==> src/rtl/core_run_ctrl.sv <==
// Load/run sequencer for a soft core: streams a program into BRAM port B,
// releases the core, and captures its performance counters on halt or timeout.
module core_run_ctrl #(
    parameter logic [31:0] HALT_ADDR = 32'h0000_FFFC,
    parameter int unsigned MAX_WORDS = 4096,
    parameter logic [27:0] TIMEOUT   = 28'h0FF_FFFF
) (
    input  logic        clk,
    input  logic        rst_n,
    input  logic        start,
    input  logic        host_valid,
    output logic        host_ready,
    input  logic [31:0] host_data,
    input  logic        host_last,
    output logic        load_sel,
    output logic [3:0]  load_we,
    output logic [31:0] load_addr,
    output logic [31:0] load_data,
    output logic        core_rst_n,
    input  logic [3:0]  mem_we_obs,
    input  logic [31:0] mem_addr_obs,
    input  logic [31:0] mem_wdata_obs,
    input  logic [27:0] clk_cycles_in,
    input  logic [12:0] retired_in,
    input  logic [12:0] preds_in,
    input  logic [12:0] correct_in,
    output logic [27:0] clk_cycles_snap,
    output logic [12:0] retired_snap,
    output logic [12:0] preds_snap,
    output logic [12:0] correct_snap,
    output logic [31:0] exit_code,
    output logic        done,
    output logic        timeout,
    output logic [1:0]  state
);

    typedef enum logic [1:0] {
        S_IDLE = 2'd0,
        S_LOAD = 2'd1,
        S_RUN  = 2'd2,
        S_DONE = 2'd3
    } state_t;

    // Wide enough to hold MAX_WORDS itself (up to 16384) after the final handshake.
    localparam int IDX_W = 15;
    localparam logic [IDX_W-1:0] LAST_IDX = IDX_W'(MAX_WORDS - 1);

    state_t           cur, nxt;
    logic [IDX_W-1:0] idx;
    logic [27:0]      run_cnt;
    logic             hs, halt_hit, tmo_hit;

    assign state = cur;

    always_comb begin
        // NOTE: every output of this block gets a default first so no path infers a latch.
        nxt        = cur;
        host_ready = 1'b0;
        load_sel   = 1'b0;
        load_we    = 4'h0;
        load_addr  = 32'h0;
        load_data  = 32'h0;
        hs         = 1'b0;
        halt_hit   = 1'b0;
        tmo_hit    = 1'b0;
        case (cur)
            S_IDLE, S_DONE: begin
                if (start) nxt = S_LOAD;
            end
            S_LOAD: begin
                host_ready = 1'b1;
                load_sel   = 1'b1;
                hs         = host_valid;
                if (hs) begin
                    load_we   = 4'hF;
                    load_addr = {{(30-IDX_W){1'b0}}, idx, 2'b00};
                    load_data = host_data;
                    if (host_last || idx == LAST_IDX) nxt = S_RUN;
                end
            end
            S_RUN: begin
                halt_hit = (mem_we_obs != 4'h0) && (mem_addr_obs == HALT_ADDR);
                tmo_hit  = (run_cnt == TIMEOUT - 28'd1);
                if (halt_hit || tmo_hit) nxt = S_DONE;
            end
            default: nxt = S_IDLE;
        endcase
    end

    always_ff @(posedge clk or negedge rst_n) begin
        if (!rst_n) cur <= S_IDLE;
        else        cur <= nxt;
    end

    always_ff @(posedge clk or negedge rst_n) begin
        if (!rst_n) begin
            core_rst_n      <= 1'b0;
            idx             <= '0;
            run_cnt         <= '0;
            done            <= 1'b0;
            timeout         <= 1'b0;
            exit_code       <= '0;
            clk_cycles_snap <= '0;
            retired_snap    <= '0;
            preds_snap      <= '0;
            correct_snap    <= '0;
        end else begin
            // NOTE: sequential state uses non-blocking assignments so every register samples pre-edge values.
            core_rst_n <= (nxt == S_RUN);
            case (cur)
                S_IDLE, S_DONE: begin
                    if (start) begin
                        idx     <= '0;
                        done    <= 1'b0;
                        timeout <= 1'b0;
                    end
                end
                S_LOAD: begin
                    run_cnt <= '0;
                    if (hs) idx <= idx + 1'b1;
                end
                S_RUN: begin
                    if (halt_hit || tmo_hit) begin
                        clk_cycles_snap <= clk_cycles_in;
                        retired_snap    <= retired_in;
                        preds_snap      <= preds_in;
                        correct_snap    <= correct_in;
                        exit_code       <= halt_hit ? mem_wdata_obs : 32'h0;
                        done            <= 1'b1;
                        timeout         <= !halt_hit;
                    end else begin
                        run_cnt <= run_cnt + 28'd1;
                    end
                end
                default: ;
            endcase
        end
    end

endmodule

==> config.mk <==
export PLATFORM = sky130hd
export DESIGN_NAME = core_run_ctrl
export DESIGN_NICKNAME = d
export VERILOG_FILES = /design/src/rtl/core_run_ctrl.sv
export SDC_FILE = /design/constraint.sdc
export NUM_CORES = 1
export LEC_CHECK = 0
export BUFFER_PORTS_ARGS = -buffer_cell sky130_fd_sc_hd__buf_2
export CORE_MARGIN = 10
export CORE_UTILIZATION = 44
export DETAILED_ROUTE_END_ITERATION = 8
export MAX_ROUTING_LAYER = met4
export PLACE_DENSITY = 0.79
export REMOVE_ABC_BUFFERS = 1
export SYNTH_ARGS = -nofsm -noshare
export SYNTH_HDL_FRONTEND = slang
export SYNTH_SLANG_ARGS = --single-unit
==> constraint.sdc <==
create_clock -name clk -period 2.9 [get_ports clk]
set_clock_uncertainty 0.05 [all_clocks]
set_input_delay 0.58 -clock clk [delete_from_list [all_inputs] [get_ports clk]]
set_output_delay 0.58 -clock clk [all_outputs]
set_load 0.05 [all_outputs]
# Word-level counts from Yosys, hierarchy flattened
# Index checks and enable logic that the tools add are counted.
dict set report op_classes {
  add_sub_neg 2
  eq_ne 11
  muxes 26
  n_reduce_logical 15
}
# op n
set ops {}
lappend ops {{$mux W32} 3}
lappend ops {{$pmux W28 S2} 1}
lappend ops {{$mux W17} 2}
lappend ops {{$eq A32 B16 Y1 const B} 1}
lappend ops {{$mux W15} 2}
lappend ops {{$pmux W15 S2} 1}
lappend ops {{$add A28 B1 Y28 const B} 1}
lappend ops {{$eq A28 B24 Y1 const B} 1}
lappend ops {{$mux W28} 1}
lappend ops {{$add A15 B1 Y15 const B} 1}
lappend ops {{$eq A15 B12 Y1 const B} 1}
lappend ops {{$mux W2} 4}
lappend ops {{$mux W4} 2}
lappend ops {{$ne A2 B2 Y1 const B} 4}
lappend ops {{$mux W1} 7}
lappend ops {{$eq A2 B2 Y1 const B} 3}
lappend ops {{$pmux W2 S3} 1}
lappend ops {{$reduce_and A3 Y1} 2}
lappend ops {{$reduce_bool A2 Y1} 3}
lappend ops {{$pmux W1 S2} 2}
lappend ops {{$reduce_and A2 Y1} 2}
lappend ops {{$reduce_bool A4 Y1} 1}
lappend ops {{$logic_or A1 B1 Y1} 3}
lappend ops {{$eq A2 B1 Y1 const B} 1}
lappend ops {{4 further kinds} 4}
dict set report word_totals {
  reg_bits 147
  inputBits 172
  word_cells 65
}

# Depth between registers and ports, before layout
# Gate-level depths: netlist of the first run.
dict set report depth {
  word_depth 6
  mapped_depth 9
  depth_no_buf 7
}

# Worst setup path after synthesis of the first run
# Ideal clock, no wire load.
dict set report synth_path {
  path_type {flip-flop to output port}
  from {register cur[0] (netlist: state[0])}
  to {output load_addr[16]}
  arrival_time_ps 2256
  required_ps 2270
  slack_ps 14
  stages_incl_launch_ff 5
  cell_sequence {dfrtp_1 ha_1 clkbuf_1 clkbuf_1 and3_1}
}
dict set report synth_between {
  elab_chain_len 2
}
# element line_no
set synth_lines {}
lappend synth_lines {{from (decl)} 48} ;# state_t cur, nxt;
lappend synth_lines {{from (signal assigned)} 92} ;# else cur <= nxt;
lappend synth_lines {{$eq A2 B1 Y1} 66} ;# case (cur)
lappend synth_lines {{$mux W17} 66}
lappend synth_lines {{to (decl)} 17} ;# output logic [31:0] load_addr,
# Every way passes these cells.

# Final worst setup path of the first run
dict set report layout_path {
  from {input mem_addr_obs[24]}
  to {register clk_cycles_snap[4]}
}
dict set report layout_between {
  elab_chain_len 5
}
# element line_no
set layout_lines {}
lappend layout_lines {{from (decl)} 21} ;# input logic [31:0] mem_addr_obs,
lappend layout_lines {{$eq A32 B16 Y1} 82} ;# halt_hit = (mem_we_obs != 4'h0) && (mem_addr_obs == HALT_ADDR);
lappend layout_lines {{$logic_and A1 B1 Y1} 82}
lappend layout_lines {{$mux W1} 66}
lappend layout_lines {{$logic_or A1 B1 Y1} 123} ;# if (halt_hit || tmo_hit) begin
lappend layout_lines {{$reduce_and A2 Y1 (no line)} -}
lappend layout_lines {{to (signal assigned)} 124} ;# clk_cycles_snap <= clk_cycles_in;
lappend layout_lines {{to (decl)} 27} ;# output logic [27:0] clk_cycles_snap,
# Every way passes these cells.
# A chain may end at the register's enable or synchronous reset.

==> results of run 1 <==
## cell type report
type | instances | area share
clock buffers | 19 | 0.04853
multi-input cells | 394 | 0.3138
well taps | 211 | 0.02828
clock inverters | 13 | 0.01595
inverters | 8 | 0.003217
flip-flops and latches | 147 | 0.3941
repair buffers | 344 | 0.1961
## placed cells by master (no fill, tap or decap), drive strengths merged, types with 6 or more instances in the layout
| cell | synthesis | routed |
|---|---|---|
| nand4 | 16 | 16 |
| a21oi | 6 | 6 |
| mux2 | 67 | 67 |
| nor3 | 10 | 10 |
| nor4 | 10 | 10 |
| conb | 1 | 17 |
| xor2 | 9 | 9 |
| buf | 37 | 344 |
| clkbuf | 24 | 19 |
| a22o | 32 | 32 |
| nand2 | 40 | 40 |
| nand3 | 21 | 21 |
| mux2i | 27 | 27 |
| inv | 8 | 12 |
| and3 | 58 | 58 |
| dfrtp | 147 | 147 |
| nor2 | 22 | 22 |
## path summary, 6_finish.rpt
check,cells past startpoint,endpoint,startpoint
worst max register to register,6,clk_cycles_snap[4],run_cnt[24]
worst max-delay path,7,clk_cycles_snap[4],mem_addr_obs[24]
worst min-delay path,1,preds_snap[12],rst_n
worst min register to register,1,run_cnt[21],run_cnt[21]
max in group asynchronous,2,run_cnt[12],rst_n
min in group clk,2,exit_code[0],mem_wdata_obs[0]
## cells by family (layout without fill, tap and decap cells)
logic type                 count (synthesis)  in the layout  synth area share
and+or+nand+nor                          205            205            0.1635
DFF                                      147            147            0.5311
buffers and inverters                     69            384           0.05545
other                                      1             17         0.0005414
muxes                                     94             94            0.1479
AOI/OAI and AO/OA                         61             61           0.07731
xor gates and xnor gates                  12             12           0.01517
adders and majority gates                  5              5          0.009032
## synth_stat cells, types with 9 or more instances
master / number
dfrtp_1: 147
mux2_2: 59
and3_1: 58
nand2_1: 40
a22o_1: 32
buf_4: 27
mux2i_1: 27
clkbuf_1: 24
nor2_1: 22
nand3_1: 20
nand4_1: 16
nor3_1: 10
nor4_1: 10
xor2_1: 9
## registers in the layout, summed over array words and instances, names as in the netlist
register         flops
exit_code           32
done                 1
idx                 15
preds_snap          13
correct_snap        13
run_cnt             28
core_rst_n           1
clk_cycles_snap     28
retired_snap        13
timeout              1
state                2
## per-layer routing
metal,vias to the layer above,track usage,routed length (um)
met2,258,0.3487,11020
met5,-,-,0
met1,2806,0.2257,8747
li1,2761,-,-
met4,0,0.05662,323
met3,19,0.07172,1791
## per-stage QoR
step                area, um^2  utilization  cells  setup WS, ns  TNS (ns)
global placement          8730       0.5700   1104       -0.3362    -29.56
floorplan                 6633            -    549        -2.677    -97.01
global route              9334       0.6095   1136       0.09722         0
detailed placement        8730       0.5700   1104       -0.3142    -26.07
CTS                       9331       0.6093   1136       0.02882         0
finish                    9334       0.6095   1136        0.2046         0
## critical path, stage by stage
cell and delay (ns):
buf_2 0.09, nor4b_1 0.58, nand4_1 0.28, or3_1 0.50
a21oi_4 0.20, buf_12 0.29, mux2_2 0.38
## repair_timing
action | 4_1_cts | 5_1_grt
buffers inserted | 0 | 0
hold buffers | 0 | 0
gates resized for setup | 0 | 1
setup endpoints to repair | 0 | 8
## power groups by stage
stage	Sequential (W)	Clock, W	Combinational, W
2_1_floorplan	0.00247	0	0.000897
3_3_place_gp	0.00224	0	0.00167
3_5_place_dp	0.00224	0	0.00169
4_1_cts	0.00221	0.00226	0.00170
5_1_grt	0.00222	0.00233	0.00181
6_report	0.00221	0.00222	0.00169
==> run summary, run 1 <==
The run finished with clean final reports. The logs give 21160 um^2 for the floorplan die area and 56 for the pin count of the biggest net entering global routing. The sequential element share of the synthesized area is 0.5311.

The fraction of post-synthesis cell area in the top cell type by area is 0.5311. The logs give 2.94 ns for the signal arrival time at the worst endpoint and 6927 um^2 for the mapped cell area. The run gives 0.4523 as the initial core utilization. From left edge to right edge, the die measures 145.5 um. The detailed router placed 5844 vias in this run.

The run gives 0.003909 W as the internal portion of total power. The design draws 0.006119 W. For the core outline area, the log shows 15310 um^2.

The worst relative slew slack is 0.5255, and the count of TritonRoute iterations in the first routing pass is 4. The fraction of final layout cells with drive strength greater than 1 is 0.4800, and the total wire length after detailed routing is 21.88 mm. The time the worst path needs with I/O delays and setup was 2.695 ns; the number of rows created at floorplan was 45. The post-synthesis async set-or-reset flop share is 1.000. The class of the worst hold path was input port to async pin. The detail-routed net length per standard cell was 19.26 um. Across the VDD grid, the largest voltage drop is 0.4836 mV. The slew at the pin closest to its max-slew limit was 0.7063 ns; the count of unresolved DRC violations after routing was 0. The fraction of power spent switching nets came out at 0.3611.

For the global placement routability congestion, the log shows 0.9214. Counting the buffers created by CTS gives 17. The Yosys step of the flow raised 0 warnings. The most used flip-flop cell after synthesis is dfrtp_1.

The leakage dissipation is 4.911 nW. The tools report the required time at the endpoint of the critical path as 3.15 ns. The count of nets left with antenna violations once routing finished came out at 0.

After clock tree synthesis, the clock-pin slew on the worst setup and hold paths is 0.07 ns. The number of max-slew violations in the final report came out at 0. The number of synthesized register bits came out at 147. In this run the register-to-register setup slack is 0.35 ns. At the end of the flow, the number of nets in the layout was 1089. The global-route usage over all layers was 0.2059. From bottom edge to top edge, the die measures 145.5 um. Global routing finished with a remaining overflow of 0. In this run the clock root is driven by a clkbuf_16.

The buffer depth of the longest clock path was 2; the depth of the CTS H-tree was 4. The tools report the sequential cell fraction of total power as 0.361. The clock group share of total power was 0.363.

The tools report the number of setup violations in the final report as 0. Setup repair after global routing left no endpoint under its margin. 0 antenna diodes ended up in the layout. The latest clock arrival within the worst-skew pair is 0.42 ns, and the fraction of power consumed by combinational cells is 0.276. The multi-input combinational cells in the finished layout cover a total of 2929 um^2. By area the synthesized netlist is led by dfrtp_1, mux2_2, and3_1, a22o_1, mux2i_1. Power spread over the standard cell area amounts to 655.6 nW/um^2.

The tools report the initial antenna violation count as 0. Hold is met by 0.06007 ns. The tree built by TritonCTS fans out to 147 sinks.

The net switching power figure is 0.002210 W, and the number of distinct library cells after synthesis is 53. TritonCTS built the clock tree. The tool flagged a number of max-cap violations equal to 0. The number of global-route vias before repair is 6122, and the total of buffers placed on input and output ports is 328.

The worst setup path is launched from an input port. By startpoint and endpoint, the worst setup path is classified as input port to register. dfrtp_1 takes more of the synthesized area than any other cell. The relative area change from synthesis to final layout was 34.75%; the combined flip-flop and latch cell area was 3679 um^2. The total of fill cells in the finished design is 1285, and the final-report hold violation count is 0. The average size of a mapped cell was 11.66 um^2; the worst-path maximum fanout was 53.

The first global-routing pass estimated 34.15 mm of wire. Static timing analysis puts the maximum clock frequency at 0.3710 GHz. The half-perimeter wire length after detailed placement is 17.31 mm. The first routing iteration left 267 violations. Dividing the detail-routed via count by the number of cells gives 5.144. Yosys mapped a number of flops with a built-in enable equal to 0. For this design the top-level I/O count stands at 346. Element type at the critical path end: a register. The share of the clock period used by the worst path after layout works out to 0.9294.

The run gives 594 as the cell count after synthesis.
Note: power is estimated with default switching activity, not from simulation.
==> run 2: changes to the inputs <==
--- a/config.mk
+++ b/config.mk
@@ -11,7 +11,6 @@
 export DETAILED_ROUTE_END_ITERATION = 8
 export MAX_ROUTING_LAYER = met4
 export PLACE_DENSITY = 0.79
-export REMOVE_ABC_BUFFERS = 1
 export SYNTH_ARGS = -nofsm -noshare
 export SYNTH_HDL_FRONTEND = slang
 export SYNTH_SLANG_ARGS = --single-unit
==> run 2 against run 1 <==
Combinational power is essentially flat. First-iteration DRC count grew 32%. Maximum frequency grew 6.2%. Critical path depth fell by 2. Final area up 0.83%. Hold slack better by 0.048 ns. Via count grew 1.6%. Largest power group unchanged. Non-clock buffer count increased by 3. Critical endpoint is now load_we[2]. Global-route usage rose by 0.37 points. Count of clock-buffer cells in the layout stayed put. Total power up 1.1%. Routed wire length rose by 1.6%. Largest cell class unchanged.
==> run summary, run 2 (same netlist as run 1, synthesis figures left out) <==
The flow ran to the end, and the final reports show no timing, DRC or antenna violations. The first global-routing pass estimated 35.05 mm of wire. The register with the most flip-flops is exit_code.

The run gives 0 as the count of unresolved DRC violations after routing. After global routing the overflow that remains totals 0. Share of the clock period used by the worst path after layout: 0.8752. The cell at the root of the clock tree is clkbuf_16. From left edge to right edge, the die measures 145.5 um.

In this run the number of cells on the critical path is 5. The class of the worst hold path is input port to async pin. In the final layout, the registers with the most flip-flops are exit_code: 32 flops, clk_cycles_snap: 28 flops, run_cnt: 28 flops. The sequential cell fraction of total power is 0.357. Setup repair after global routing left no endpoint under its margin. The core outline area was 15310 um^2.

The H-tree was split into 4 levels. The logs give 0.4523 for the initial core utilization and 0.41 ns for the latest clock arrival within the worst-skew pair. Dividing the detail-routed via count by the number of cells gives 5.202. The worst relative slew slack was 0.5286. Grouping stages by cell kind, the critical path spends the most delay in buffers and inverters. For the total power of the final layout, the log shows 0.006189 W. The detail-routed net length per standard cell works out to 19.49 um. TritonCTS built the clock tree. The count of max-cap constraint violations is 0, and the initial antenna violation count is 2. The element type at the critical path end was an output pin.

The run gives 0 as the count of nets left with antenna violations after detail routing. For the DRC violation total after the first TritonRoute iteration, the log shows 352. Across the VDD grid, the largest voltage drop is 0.4060 mV. In this run the worst setup path begins at state[1]. The depth of the worst register-to-register path was 7. Buffer depth of the longest clock path: 2. The time the worst path needs with I/O delays and setup is 2.538 ns. The register with the most flip-flops in the layout has 32 of them.

The number of global-route vias before repair is 6325, and the fraction of power consumed by combinational cells is 0.273. The number of setup buffers added after CTS is 0. Cell with the largest stage delay on the worst path: dfrtp_1. The tools report the worst setup path endpoint as load_we[2]. After the last flow step, the layout net total stands at 1092.

The run gives 0.43 ns as the worst setup slack for register-to-register paths. The leakage dissipation is 4.941 nW, and the final-report hold violation count is 0. Static timing analysis puts the maximum clock frequency at 0.3940 GHz. Total wire length after detailed routing: 22.24 mm. Port buffering added 328 buffers.

After routing, the total negative slack on setup checks comes to 0 ns. The clock group share of total power came out at 0.370. STA classifies the critical path startpoint as a register.

The startpoint of the worst-slack reg-to-reg timing path was run_cnt[24]. Final hold analysis gives a worst-case slack of 0.1079 ns. The fraction of power spent switching nets was 0.3586; the total clock sinks was 147. The internal portion of the total power is 0.003970 W. For the number of max-slew violations in the final report, the log shows 0. Along the worst path, the maximum fanout reaches 5.

The number of rows created at floorplan was 45. The slew at the pin closest to its max-slew limit is 0.7017 ns, and the pin count of the biggest net entering global routing is 65. The worst setup path is of the register to output pin kind. After clock tree synthesis, the repair step resized 0 gates. Setup violations remaining at the end of the flow were counted as 0. Hold repair after CTS inserted 0 buffers. STA puts the critical path data arrival time at 1.91 ns.

The endpoint identified for the worst register-to-register timing path is retired_snap[10]. The required time at the endpoint of the critical path is 2.27 ns, and the relative area change from synthesis to final layout is 35.87%. The half-perimeter wire length after detailed placement is 17.24 mm. The critical path goes through inv_1, ha_1, inv_1, nor2_1, buf_2. Summing over every cut layer, the via total after detailed routing is 5936. Counting stages on the worst path, the most repeated cell is inv_1. The most frequent standard cell in the layout excluding fill and tap cells is buf_2. The net switching power figure came out at 0.002219 W. The top cell types in the final layout, fill and taps aside, are buf_2, dfrtp_1, mux2_2. The logs give 21160 um^2 for the floorplan die area and 17 for the number of buffers created by CTS. The longest individual stage delay on the worst path was 0.42 ns; the top-level I/O count was 346.

The combined buffer and inverter count along the critical path is 3. Clock-pin slew was measured on the worst setup and hold paths at 0.06 ns. Fraction of final layout cells with drive strength greater than 1: 0.4795. The global placement routability congestion is 0.8682.

The die is 145.5 um tall. Dividing total power by cell area gives a power density of 657.6 nW/um^2. For the global-route usage over all layers, the log shows 0.2096.

The first TritonRoute pass finished after 5 iterations.
run 2: how the worst min path moves through the flow:
stage | end | from
3_5_place_dp | run_cnt[23] | run_cnt[23]
3_3_place_gp | run_cnt[23] | run_cnt[23]
4_1_cts | exit_code[22] | rst_n
5_1_grt | exit_code[25] | rst_n
2_1_floorplan | clk_cycles_snap[0] | rst_n
6_report | exit_code[24] | rst_n
run 2: metal layers:
metal | global-route usage | part of all wire | up-vias
met3 | 0.07668 | 0.081 | 27
met1 | 0.2314 | 0.40 | 2838
met5 | - | 0 | -
li1 | - | - | 2771
met2 | 0.3457 | 0.50 | 300
met4 | 0.06724 | 0.020 | 0
run 2: power groups by stage:
| stage | combinational, W | sequential, W | clock (W) |
|---|---|---|---|
| detailed placement | 0.00169 | 0.00225 | 0 |
| global route | 0.00181 | 0.00222 | 0.00243 |
| floorplan | 0.00100 | 0.00247 | 0 |
| CTS | 0.00170 | 0.00221 | 0.00232 |
| global placement | 0.00168 | 0.00224 | 0 |
| finish | 0.00169 | 0.00221 | 0.00229 |
run 2: through the flow:
stage          std cells    util  instance area, um^2  setup WS, ns
2_1_floorplan        610       -                 6987       0.01441
3_3_place_gp        1107  0.5739                 8790        0.1851
3_5_place_dp        1107  0.5739                 8790        0.1409
4_1_cts             1139  0.6142                 9407        0.3269
5_1_grt             1141  0.6145                 9412        0.1606
6_report            1141  0.6145                 9412        0.3620
run 2: layout make-up:
cell class	instances	area, um^2
timing repair buffer	347	1891
antenna	2	5.005
tap	211	264.0
clock inverter	13	173.9
sequential	147	3679
multi-input combinational	394	2927
clock buffer	19	442.9
inverter	8	30.03
fill	1247	5903
==> run 3: changes to the inputs <==
--- a/config.mk
+++ b/config.mk
@@ -11,6 +11,7 @@
 export DETAILED_ROUTE_END_ITERATION = 8
 export MAX_ROUTING_LAYER = met4
 export PLACE_DENSITY = 0.79
+export RECOVER_POWER = 100
 export SYNTH_ARGS = -nofsm -noshare
 export SYNTH_HDL_FRONTEND = slang
 export SYNTH_SLANG_ARGS = --single-unit
==> run 3 against run 2 <==
The run now ends with capacitance limit, slew limit left. Register-to-register slack worse by 0.11 ns. Clock power about the same. Count of clock-buffer cells in the layout unchanged. Setup slack worse by 0.11 ns. Critical path depth unchanged. Routed wire length down 0.45%. Global-route usage unchanged. Via count down 0.61%. Highest routed layer unchanged.
==> run summary, run 3 (same netlist as run 1, synthesis figures left out) <==
The initialized floorplan defines 45 standard-cell rows. The tools report the element type at the critical path end as an output pin. The worst path meets setup with 0.2551 ns of slack. Class of the worst hold path: input port to register. Clock tree synthesis inserted a total of 17 buffers. The area growth from synthesis to layout is 33.02%. After clock tree synthesis, the clock-pin slew on the worst setup and hold paths is 0.06 ns. Setup repair after global routing left no endpoint under its margin. The tree is rooted in a clkbuf_16. The total power of the final layout was 0.006141 W.

For this run the aggregate overflow at the end of global routing stands at 0. The count of nets left with antenna violations once routing finished came out at 0. Dividing total power by cell area gives a power density of 666.5 nW/um^2. TritonCTS built the clock tree. After detailed routing, the number of remaining DRC violations is 0. For this block, the via count after detailed routing is 5900. The DRC violation total after the first TritonRoute iteration was 354.

The final reports fail on capacitance limit, slew limit. The detail-routed net length per standard cell came out at 19.40 um. The logs give 4.464 nW for the leakage dissipation and 22.14 mm for the total wire length after detailed routing. No sink is reached through more buffers than the 2 on the longest clock path. Setup total negative slack on the finished layout was measured at 0 ns. Entering global routing, the biggest net connects 65 pins.

In this run, post-CTS hold repair placed 0 buffers. The initial core utilization came out at 0.4523. Data arrives at the worst endpoint at 2.01 ns.

The setup fix buffers added after clock tree synthesis came out at 0. For this run, the top clock speed supported by timing is 0.3781 GHz. The run gives -0.08769 as the worst relative slew slack. The flow ran to the end, but the final reports show violations. The fraction of final layout cells with drive strength greater than 1 is 0.3373. The worst setup path is launched from a register.

The logs give 0 for the final-report hold violation count and 346 for the top-level I/O count. The core region is 15310 um^2. For the count of max-cap constraint violations, the log shows 1. STA puts the critical path data required time at 2.27 ns. For the number of gates given a new drive strength after cts, the log shows 0. The width of the die was 145.5 um; the number of global-route vias before repair was 6325. The met1 routing resource usage after global routing was 0.2314; the share of the clock period used by the worst path after layout was 0.9120. The number of setup violations in the final report is 0, and the total of buffers placed on input and output ports is 328. The floorplan step defined a die boundary enclosing 21160 um^2. At the end of the flow, the number of nets in the layout was 1092.

At the placement stage, the worst setup path has a slack of 0.1409 ns. The time the worst path needs with I/O delays and setup came out at 2.645 ns. Layer carrying the most global-route usage: met2.

The met2 track demand over resource came out at 0.3457. More flip-flops sit in one register than any other, and that register is exit_code. The congestion estimate from routability-driven global placement came to 0.8682. The library cell used most frequently in the layout, excluding fill and tap cells, is buf_2.

The count of TritonRoute iterations in the first routing pass came out at 5. After legalization and detailed placement, the total HPWL measured 17.24 mm. In the final layout, the registers with the most flip-flops are exit_code: 32 flops, clk_cycles_snap: 28 flops, run_cnt: 28 flops. The wire length of the first global-routing pass is 35.05 mm, and the slew at the pin closest to its max-slew limit is 1.632 ns. The logs give 0.2096 for the global-route usage over all layers and 4 for the depth of the CTS H-tree. The y dimension of the die was 145.5 um; the number of max-slew violations in the final report was 63. Leaving out fill and tap cells, the most frequent cells in the layout are buf_2, dfrtp_1, clkbuf_1. The run gives 2 as the initial antenna violation count. The post-detailed-route via-to-cell ratio is 5.171, and the worst-path maximum fanout is 25. The register with the most flip-flops in the layout has 32 of them.

For the worst setup slack for register-to-register paths, the log shows 0.32 ns. The worst-case IR drop observed on VDD is 0.4019 mV. The critical path is of the register to output pin type. The clock net in this run drives a total of 147 sinks.

The clock reaches the later pin of the worst-skew pair after 0.41 ns. The met3 usage came out at 0.07668.
==> run 3: power breakdown <==
part           internal [W]  switching, W  leakage [nW]
registers           0.00214     0.0000753          1.89
clock network       0.00139      0.000890         0.296
logic              0.000392       0.00125          2.27
==> run 3: through the flow <==
step	utilization	hold slack [ns]	cell area, um^2	cells
detailed placement	0.5739	0.4128	8790	1107
global route	0.6016	0.3136	9214	1141
CTS	0.6142	0.1246	9407	1139
global placement	0.5739	0.4076	8790	1107
finish	0.6016	0.3301	9214	1141
floorplan	-	0.2344	6987	610
==> run 3: path summary, 6_finish.rpt <==
| kind | start | depth (start not counted) | endpoint |
|---|---|---|---|
| worst min-delay path | mem_wdata_obs[14] | 2 | exit_code[14] |
| worst min register to register | run_cnt[23] | 1 | run_cnt[23] |
| worst max-delay path | state[1] | 5 | load_data[16] |
| max in group asynchronous | rst_n | 1 | correct_snap[12] |
| worst max register to register | run_cnt[24] | 7 | preds_snap[2] |
| min in group asynchronous | rst_n | 1 | exit_code[22] |
==> run 3: cell type report <==
cell class | instances | area [um^2]
Antenna cell | 2 | 5.005
Multi-Input combinational cell | 394 | 2910
Clock inverter | 13 | 173.9
Inverter | 8 | 30.03
Fill cell | 1332 | 6101
Sequential cell | 147 | 3679
Tap cell | 211 | 264.0
Timing Repair Buffer | 347 | 1709
Clock buffer | 19 | 442.9
==> run 3: layer usage <==
metal  part of all wire  routed length [um]
met4              0.019                 417
met2               0.50               11180
met1               0.40                8812
met5                  0                   0
met3              0.078                1727
==> run 3: worst max-delay path: stages (launching register included) <==
cell and delay [ns]:
dfrtp_1 0.42, inv_1 0.09, ha_1 0.18, buf_4 0.22
and3_1 0.21, clkbuf_1 0.49
